### src/rtl/freq_pkg.sv
// Shared constants for the frequency-counter result path: register map,
// STATUS/CTRL bit positions and the result tag produced by the counter.
package freq_pkg;

  // Word offsets of the Wishbone registers (byte address bits [3:2])
  typedef enum logic [1:0] {
    REG_STATUS = 2'd0,
    REG_TAG    = 2'd1,
    REG_DATA   = 2'd2,
    REG_CTRL   = 2'd3
  } reg_sel_e;

  // STATUS register layout
  localparam int unsigned ST_COUNT_LSB = 0;
  localparam int unsigned ST_EMPTY     = 8;
  localparam int unsigned ST_FULL      = 9;
  localparam int unsigned ST_OVERFLOW  = 10;
  localparam int unsigned ST_UNDERFLOW = 11;
  localparam int unsigned ST_DROP_LSB  = 16;

  // CTRL register layout
  localparam int unsigned CTRL_FLUSH   = 0;
  localparam int unsigned CTRL_CLR_ERR = 1;

  // Tag the counter attaches to a frequency measurement
  localparam int unsigned TAG_FREQ = 1;

  localparam int unsigned DROP_W = 8;

endpackage

### src/rtl/freq_fifo_mem.sv
// Synchronous FIFO: push/pop/flush with same-cycle push+pop when full;
// flush wins over a concurrent push, which is then discarded.
module freq_fifo_mem #(
  parameter int unsigned DEPTH = 8,
  parameter int unsigned W     = 36
) (
  input  logic                   clk,
  input  logic                   resetn,
  input  logic                   push,
  input  logic                   pop,
  input  logic                   flush,
  input  logic [W-1:0]           din,
  output logic [W-1:0]           head_c,
  output logic [$clog2(DEPTH):0] count,
  output logic                   full_c,
  output logic                   empty_c,
  output logic                   nonempty
);

  localparam int unsigned AW = $clog2(DEPTH);
  localparam int unsigned CW = AW + 1;

  logic [W-1:0]  ram [DEPTH];
  logic [AW-1:0] wptr;
  logic [AW-1:0] rptr;
  logic [CW-1:0] count_nxt;
  logic          push_ok;
  logic          pop_ok;

  assign full_c  = (count == CW'(DEPTH));
  assign empty_c = (count == '0);
  assign head_c  = ram[rptr];
  assign pop_ok  = pop & ~empty_c & ~flush;
  assign push_ok = push & ~flush & (~full_c | pop_ok);

  // Next occupancy: flush empties, otherwise net of accepted push/pop
  always_comb begin
    count_nxt = count;
    if (flush) count_nxt = '0;
    else       count_nxt = count + CW'(push_ok) - CW'(pop_ok);
  end

  // Pointers, count and registered non-empty flag
  always_ff @(posedge clk) begin
    if (!resetn) begin
      wptr     <= '0;
      rptr     <= '0;
      count    <= '0;
      nonempty <= 1'b0;
    end else begin
      if (flush) begin
        rptr <= wptr;
      end else begin
        if (push_ok) wptr <= wptr + AW'(1);
        if (pop_ok)  rptr <= rptr + AW'(1);
      end
      count    <= count_nxt;
      nonempty <= (count_nxt != '0);
    end
  end

  // Storage array; contents need no reset
  always_ff @(posedge clk) begin
    if (push_ok) ram[wptr] <= din;
  end

endmodule

### src/rtl/freq_result_fifo.sv
// Wishbone slave that buffers (tag, value) results from the frequency
// counter and raises irq_o while any result is pending.
module freq_result_fifo
  import freq_pkg::*;
#(
  parameter int unsigned DEPTH  = 8,
  parameter int unsigned TAG_W  = 4,
  parameter int unsigned DATA_W = 32
) (
  input  logic              clk,
  input  logic              resetn,
  input  logic              strobe,
  input  logic [TAG_W-1:0]  addr,
  input  logic [DATA_W-1:0] value,
  input  logic              wb_cyc_i,
  input  logic              wb_stb_i,
  input  logic              wb_we_i,
  input  logic [3:0]        wb_adr_i,
  input  logic [31:0]       wb_dat_i,
  output logic [31:0]       wb_dat_o,
  output logic              wb_ack_o,
  output logic              irq_o
);

  localparam int unsigned AW = $clog2(DEPTH);
  localparam int unsigned CW = AW + 1;
  localparam int unsigned EW = TAG_W + DATA_W;

  logic [EW-1:0]     head_c;
  logic [CW-1:0]     count;
  logic              full_c;
  logic              empty_c;
  logic              nonempty;
  reg_sel_e          sel_c;
  logic              req_c;
  logic              rd_c;
  logic              wr_c;
  logic              pop_c;
  logic              flush_c;
  logic              clr_c;
  logic              unf_set_c;
  logic              drop_c;
  logic              overflow;
  logic              underflow;
  logic [DROP_W-1:0] drop_cnt;
  logic [31:0]       status_c;
  logic [31:0]       rdata_c;
  logic              unused_bits;

  assign sel_c     = reg_sel_e'(wb_adr_i[3:2]);
  assign req_c     = wb_cyc_i & wb_stb_i & ~wb_ack_o;
  assign rd_c      = req_c & ~wb_we_i;
  assign wr_c      = req_c & wb_we_i;
  assign pop_c     = rd_c & (sel_c == REG_DATA) & ~empty_c;
  assign unf_set_c = rd_c & (sel_c == REG_DATA) & empty_c;
  assign flush_c   = wr_c & (sel_c == REG_CTRL) & wb_dat_i[CTRL_FLUSH];
  assign clr_c     = wr_c & (sel_c == REG_CTRL) & wb_dat_i[CTRL_CLR_ERR];
  assign drop_c    = strobe & full_c & ~pop_c & ~flush_c;
  assign irq_o     = nonempty;
  assign unused_bits = ^{wb_dat_i[31:2], wb_adr_i[1:0]};

  freq_fifo_mem #(
    .DEPTH (DEPTH),
    .W     (EW)
  ) u_mem (
    .clk      (clk),
    .resetn   (resetn),
    .push     (strobe),
    .pop      (pop_c),
    .flush    (flush_c),
    .din      ({addr, value}),
    .head_c   (head_c),
    .count    (count),
    .full_c   (full_c),
    .empty_c  (empty_c),
    .nonempty (nonempty)
  );

  // STATUS word assembly
  always_comb begin
    status_c                         = '0;
    status_c[ST_COUNT_LSB +: 8]      = 8'(count);
    status_c[ST_EMPTY]               = empty_c;
    status_c[ST_FULL]                = full_c;
    status_c[ST_OVERFLOW]            = overflow;
    status_c[ST_UNDERFLOW]           = underflow;
    status_c[ST_DROP_LSB +: DROP_W]  = drop_cnt;
  end

  // Read data mux; head fields read as zero when empty
  always_comb begin
    rdata_c = '0;
    case (sel_c)
      REG_STATUS: rdata_c = status_c;
      REG_TAG:    rdata_c = empty_c ? 32'd0 : 32'(head_c[EW-1 -: TAG_W]);
      REG_DATA:   rdata_c = empty_c ? 32'd0 : 32'(head_c[DATA_W-1:0]);
      default:    rdata_c = '0;
    endcase
  end

  // Wishbone ack and registered read data
  always_ff @(posedge clk) begin
    if (!resetn) begin
      wb_ack_o <= 1'b0;
      wb_dat_o <= '0;
    end else begin
      wb_ack_o <= req_c;
      wb_dat_o <= rd_c ? rdata_c : 32'd0;
    end
  end

  // Sticky error flags and saturating drop counter; a new error in the
  // clear cycle is kept so it is not lost
  always_ff @(posedge clk) begin
    if (!resetn) begin
      overflow  <= 1'b0;
      underflow <= 1'b0;
      drop_cnt  <= '0;
    end else if (clr_c) begin
      overflow  <= drop_c;
      underflow <= 1'b0;
      drop_cnt  <= DROP_W'(drop_c);
    end else begin
      if (drop_c) overflow <= 1'b1;
      if (unf_set_c) underflow <= 1'b1;
      if (drop_c && drop_cnt != {DROP_W{1'b1}}) drop_cnt <= drop_cnt + DROP_W'(1);
    end
  end

endmodule

### config.mk
export PLATFORM = sky130hd
export DESIGN_NAME = freq_result_fifo
export DESIGN_NICKNAME = d
export VERILOG_FILES = /design/src/rtl/freq_pkg.sv /design/src/rtl/freq_fifo_mem.sv /design/src/rtl/freq_result_fifo.sv
export SDC_FILE = /design/constraint.sdc
export NUM_CORES = 1
export LEC_CHECK = 0
export ABC_AREA = 1
export BUFFER_PORTS_ARGS = -buffer_cell sky130_fd_sc_hd__buf_2
export CORE_UTILIZATION = 35
export DETAILED_ROUTE_END_ITERATION = 16
export GPL_TIMING_DRIVEN = 0
export PLACE_DENSITY_LB_ADDON = 0.2
export SLEW_MARGIN = 5
export SYNTH_ARGS = -nofsm -noshare
export SYNTH_HDL_FRONTEND = slang
export SYNTH_SLANG_ARGS = --single-unit
export TNS_END_PERCENT = 5
### constraint.sdc
create_clock -name clk -period 6.63 [get_ports clk]
set_input_delay 1.326 -clock clk [delete_from_list [all_inputs] [get_ports clk]]
set_output_delay 1.326 -clock clk [all_outputs]
set_load 0.1 [all_outputs]
After elaboration in Yosys (flattened, before gate mapping)
Memories as Yosys holds them, arrays and structs flattened. A register that Yosys moved wholly into a read port is not among the register bits. Cells that the tools add are included.

Output and inout bits: 34. Bits in writable memories: 288. Bits in registers: 54. Memories kept: 1.

Muxes and demuxes: 14. Bitwise gates (word level): 25. Add/subtract/negate cells: 5. Eq/ne operators: 5. Reductions and logical operators: 10.

Memory list: u_mem.ram (depth 8, width 36, rd ports 1, clocked after memory_dff 1, write ports 1, RTL line freq_fifo_mem.sv:23) `logic [W-1:0] ram [DEPTH];`.

Operators with widths (count): 32-bit case mux with 3 select lines (1); 32-bit 2-to-1 mux (1); 1-bit AND (17); 3-bit 2-to-1 mux (4); 8-bit by 1-bit adder with 8-bit output (second input constant) (1); 4-bit 2-to-1 mux (2); 8-bit inequality test (second input constant) (1); 1-bit NOT (7); 3-bit by 1-bit adder with 3-bit output (second input constant) (2); 1-bit 2-to-1 mux (6); 2-bit nonzero test (3); 4-bit by 1-bit adder with 4-bit output (1); 2-bit == test (second input constant) (2); 4-bit == test (second input constant) (1); 4-bit logical NOT (1); 2-bit AND reduction (2); 4-bit nonzero test (1); 4-bit by 1-bit subtractor with 4-bit output (1); 2-bit by 1-bit == test with 1-bit output (second input constant) (1); 2-bit logical NOT (1); 2-bit OR reduction (1); 1-bit logical AND (1); 1-bit OR (1).

Depth between registers and ports, before layout
Depth in word-level cells: 13. Gate-level depth with buffers: 14. Mapped depth without buffers: 14.

Cells and area by module
A second synthesis with hierarchy kept.

Cells, all modules: 1203. Area, all modules: 13774.5 µm².

By module, submodules not included: freq_fifo_mem (area an instance 12027.8 µm², instances 1, sequential area each 8928.6 µm², cells each 991); freq_result_fifo (area an instance 1746.7 µm², instances 1, sequential area each 860.8 µm², cells each 212).

Least setup slack after synthesis
No wires, ideal clock.

Kind: input to register. Start: in wb_adr_i[2]. End: mem u_mem.ram[0][0] (enable). Required time: 6201 ps. Arrival time: 3702 ps. Library setup time: 429 ps. Stages on the path: 8. Buffers on the path: 0. Slack: 2499 ps. Path through: inv_1 > nand2_2 > a21oi_4 > nand2_4 > nand2_2 > nand2_2 > or2_4 > nor2_1.

Longest elaborated chain between the ends: 9. Elaborated cells on any way between the ends: 14.

RTL lines: start: declaration (RTL line freq_result_fifo.sv:18) `input logic [3:0] wb_adr_i,`; 2-bit == test, on equally long branches (RTL line freq_result_fifo.sv:54, freq_result_fifo.sv:56); 1-bit AND, on equally long branches (2 in a row) (RTL line freq_result_fifo.sv:54, freq_result_fifo.sv:56); 1-bit AND or 1-bit NOT (tied branches); 1-bit AND (RTL line freq_fifo_mem.sv:33) `assign pop_ok = pop & ~empty_c & ~flush;`; 1-bit OR (RTL line freq_fifo_mem.sv:34) `assign push_ok = push & ~flush & (~full_c | pop_ok);`; 1-bit AND (*) (RTL line freq_fifo_mem.sv:34); 1-bit 2-to-1 mux (*) (RTL line freq_fifo_mem.sv:64) `if (push_ok) ram[wptr] <= din;`; 1-bit 2-to-1 mux (implied by the code) (*) (RTL line freq_fifo_mem.sv:64); end: declaration (RTL line freq_fifo_mem.sv:23).

Mark *: on every way between the ends. The rest lies on a longest branch, timed or not.

Final worst setup path
Start: in wb_adr_i[2]. End: mem u_mem.ram[5][6] (enable).

The elaborated chain is that of the path after synthesis.

==> results.json <==
{
  "outcome": "complete, no violations",
  "cts_tree": "yes",
  "final_hold_viol_count": 0,
  "cts_resized": 0,
  "maxSlewViolCount": 0,
  "vias_per_cell": 4.92,
  "grt_setup_unrepaired": "no",
  "yosys.cell_types.count": 34,
  "switching_power_of_the_nets_mw": 1.23,
  "design.portCount": 112,
  "filler_cell_count": 3691,
  "cp-end-kind": "flop",
  "routabilityCongestion": 0.773,
  "mean_post_synth_cell_area_um2": 11.5,
  "final_period_minus_worst_setup_slack_ns": 3.27,
  "fp.coreArea_um2": 38000,
  "achievable-frequency_mhz": 305,
  "yosys.area_share.adder": 0.00971,
  "maximum_number_of_pins_on_one_net_before_global_route_repair": 25,
  "global_route.usage.met3": 0.0334,
  "largest_clock_skew_in_the_final_design_ns": 0.0136,
  "floorplan.die.width_um": 200,
  "postLayoutCellArea_um2": 16100,
  "dominantRegCellSynth": "edfxtp_1",
  "die_height_um": 200,
  "max-clock-path-buffers": 3,
  "first_global_vias": 8690,
  "insertion_delay_ns": 0.55,
  "synth_top_cell_by_area": "edfxtp_1",
  "grt.busiest_layer": "met2",
  "crit_type": "in2reg",
  "final_critical_path_share_of_the_clock_period": 0.494,
  "fin_tns_setup_ns": 0,
  "synth_top_family_by_area": "simple AND/OR/NAND/NOR gates",
  "share_of_async_settable_or_async_resettable_flops_after_synthesis": 0,
  "power.sequential.fraction": 0.501,
  "synth.mux.area_fraction": 0,
  "power.internal_mw": 3.79,
  "use_met2": 0.298,
  "detail_route.drc_violations": 0,
  "place_hpwl_um": 23700,
  "critical_path_arrival_ns": 3.51,
  "detail_route.wirelength_um": 36400,
  "cts_htree_levels": 2,
  "clock_slew_at_reported_path_ffs_ns": 0.06,
  "port_buffers": 79,
  "vdd_ir_drop_max_v": 0.000149,
  "ys_ff_latch": 345,
  "timing_worst_slew_pin_value_ns": 0.840,
  "design_power_total_mw": 5.02,
  "number_of_antenna_violations_at_the_first_check_in_global_routing": 3,
  "postSynthCellCount": 1183,
  "area_growth_syn_to_layout_pct": 17.9,
  "start_util": 0.359,
  "timing.critical_path.from_type": "input pin",
  "grt_overflow_total": 0,
  "total_number_of_clock_tree_sinks": 345,
  "synth_nets": 1271,
  "sequential_share_of_the_synthesized_area": 0.717,
  "postCtsSetupRepairBufs": 0,
  "final_setup_violating_endpoints": 0,
  "die_area_um2": 39800,
  "timing.critical_path.required_ns": 6.87,
  "sw_frac_of_total": 0.245,
  "detail_route.first_pass.iterations": 6,
  "yosys_warnings": 0,
  "slew_hr": 0.440,
  "clock-root-buffer": "clkbuf_16",
  "critPathMaxFanout": 19,
  "cts_made_buffers": 39,
  "routed_wire_length_per_instance_um": 19.6,
  "synthSimpleGateAreaFrac": 0.151,
  "netlist_area_um2": 13700,
  "synth-compound-area-share": 0.0790,
  "drt.antenna.violating_nets": 0,
  "placement_rows": 71,
  "yosys.area.top_type_share": 0.633,
  "worst_hold_path_type": "reg2reg",
  "global_routing_usage_summed_across_all_routing_layers": 0.188,
  "globalRouteMet1Util": 0.259,
  "power_share_of_the_clock_group": 0.404,
  "final_nets": 1399,
  "dr_total_vias": 9115,
  "xor_xnor_cell_area_share_of_the_yosys_netlist": 0.00385,
  "cellLeakagePower_nw": 5.83,
  "cts_hold_buffers": 0,
  "power_frac_comb": 0.096,
  "count_of_flip_flops_with_a_built_in_enable_after_synthesis": 288,
  "final_layout_size_suffix_gt1_frac": 0.139,
  "post_place_instance_area_um2": 14900,
  "p_per_area_nw_per_um2": 312,
  "initialDrtViolationCount": 713,
  "synthTopCellsByArea": "edfxtp_1 (63%), dfxtp_1 (8.4%), nor2_1 (6.2%), nand2_1 (4.5%), o21ai_0 (4.3%)",
  "cap_viol_max_count": 0,
  "grt_pass1_wl_um": 54500
}
synthesized netlist by cell type, types with 2 or more instances:
cell type / count
edfxtp_1: 288
nor2_1: 227
nand2_1: 164
o21ai_0: 118
nand3_1: 81
inv_1: 68
dfxtp_1: 57
o211ai_1: 26
a21oi_1: 24
clkbuf_1: 24
buf_2: 20
a31oi_1: 19
ha_1: 9
buf_1: 8
nand4_1: 8
xor2_1: 6
buf_4: 5
nand2_2: 4
inv_2: 3
nand3b_1: 3
nor2_2: 3
nor3_1: 3
o21ai_1: 3
nand3_2: 2
layer usage:
metal	vias up	routed length (µm)	part of all wire
li1	4367	-	-
met4	4	843	0.023
met3	57	2050	0.056
met2	240	17000	0.47
met1	4447	16400	0.45
met5	-	22	0.00060
sequential cells by signal, summed over array words and instances, names as in the netlist, named ones only:
name,count
underflow,1
drop_cnt,8
u_mem.count,4
wb_dat_o,32
u_mem.rptr,3
u_mem.ram,288
wb_ack_o,1
u_mem.nonempty,1
overflow,1
u_mem.wptr,3
kinds of logic (layout without fill, tap and decap cells):
family / Yosys count / count (layout)
simple gates: 498 / 498
flops: 345 / 345
compound gates: 194 / 194
buf+inv: 130 / 288
fa+ha+maj: 10 / 10
xor+xnor: 6 / 6
other cells: 0 / 1
layout make-up:
cell class	instances	area, µm²	share of cell area
Inverter	72	273	0.0169
Multi-Input combinational cell	708	3390	0.210
Tap cell	511	639	0.0397
Sequential cell	345	9790	0.608
Antenna cell	1	2.50	0.000155
Timing Repair Buffer	87	556	0.0345
Buffer	58	269	0.0167
Clock buffer	56	1080	0.0670
Clock inverter	15	111	0.00691
stage by stage:
| step | utilization | setup slack (ns) | cells | hold slack [ns] |
|---|---|---|---|---|
| floorplan | - | 2.50 | 1183 | 0.437 |
| global placement | 0.386 | 0.409 | 1773 | 0.488 |
| detailed placement | 0.392 | 2.79 | 1781 | 0.478 |
| CTS | 0.424 | 3.36 | 1852 | 0.508 |
| global route | 0.424 | 3.22 | 1852 | 0.539 |
| finish | 0.424 | 3.36 | 1853 | 0.510 |
cells in the final DEF (no fill, tap or decap), types with 6 or more instances in the layout:
cell type  Yosys  routed
inv_1         68      68
nand2_1      164     164
o21ai_0      118     118
dfxtp_1       57      57
nand4_1        8       8
buf_1          8       8
xor2_1         6       6
a21oi_1       24      24
clkinv_1       0       9
o211ai_1      26      26
nand3_1       81      81
buf_2         20      99
nor2_4         0       8
clkbuf_1      24      37
edfxtp_1     288     288
buf_12         0       8
a31oi_1       19      19
clkbuf_16      0      39
nor2_1       227     219
ha_1           9       9
path summary, 6_finish.rpt:
kind	startpoint	endpoint	slack (ns)	cells after the start
hold / removal	drop_cnt[3]$_SDFFE_PP0P_	drop_cnt[3]$_SDFFE_PP0P_	0.51	2
setup reg to reg	u_mem.count[2]$_SDFF_PN0_	u_mem.ram[5][6]$_DFFE_PP_	3.70	10
setup / recovery	wb_adr_i[2]	u_mem.ram[5][6]$_DFFE_PP_	3.36	11
hold reg to reg	drop_cnt[3]$_SDFFE_PP0P_	drop_cnt[3]$_SDFFE_PP0P_	0.51	2
power groups by stage:
stage / logic [mW] / registers, mW / clock network, mW
after floorplan: 0.259 / 2.59 / 0
after global placement: 0.447 / 2.57 / 0
after detailed placement: 0.485 / 2.56 / 0
after CTS: 0.487 / 2.51 / 2.06
after global routing: 0.537 / 2.52 / 2.14
final: 0.481 / 2.51 / 2.03
critical path, stage by stage:
cell and delay (ns):
buf_2 0.13, inv_1 0.08, nand2_2 0.07, a21oi_4 0.33, nand2_4 0.18, nand2_2 0.12
nand2_2 0.07, inv_1 0.12, nand2_2 0.17, nor2_4 0.62, buf_12 0.26
Power figures use the tool's default switching activity.
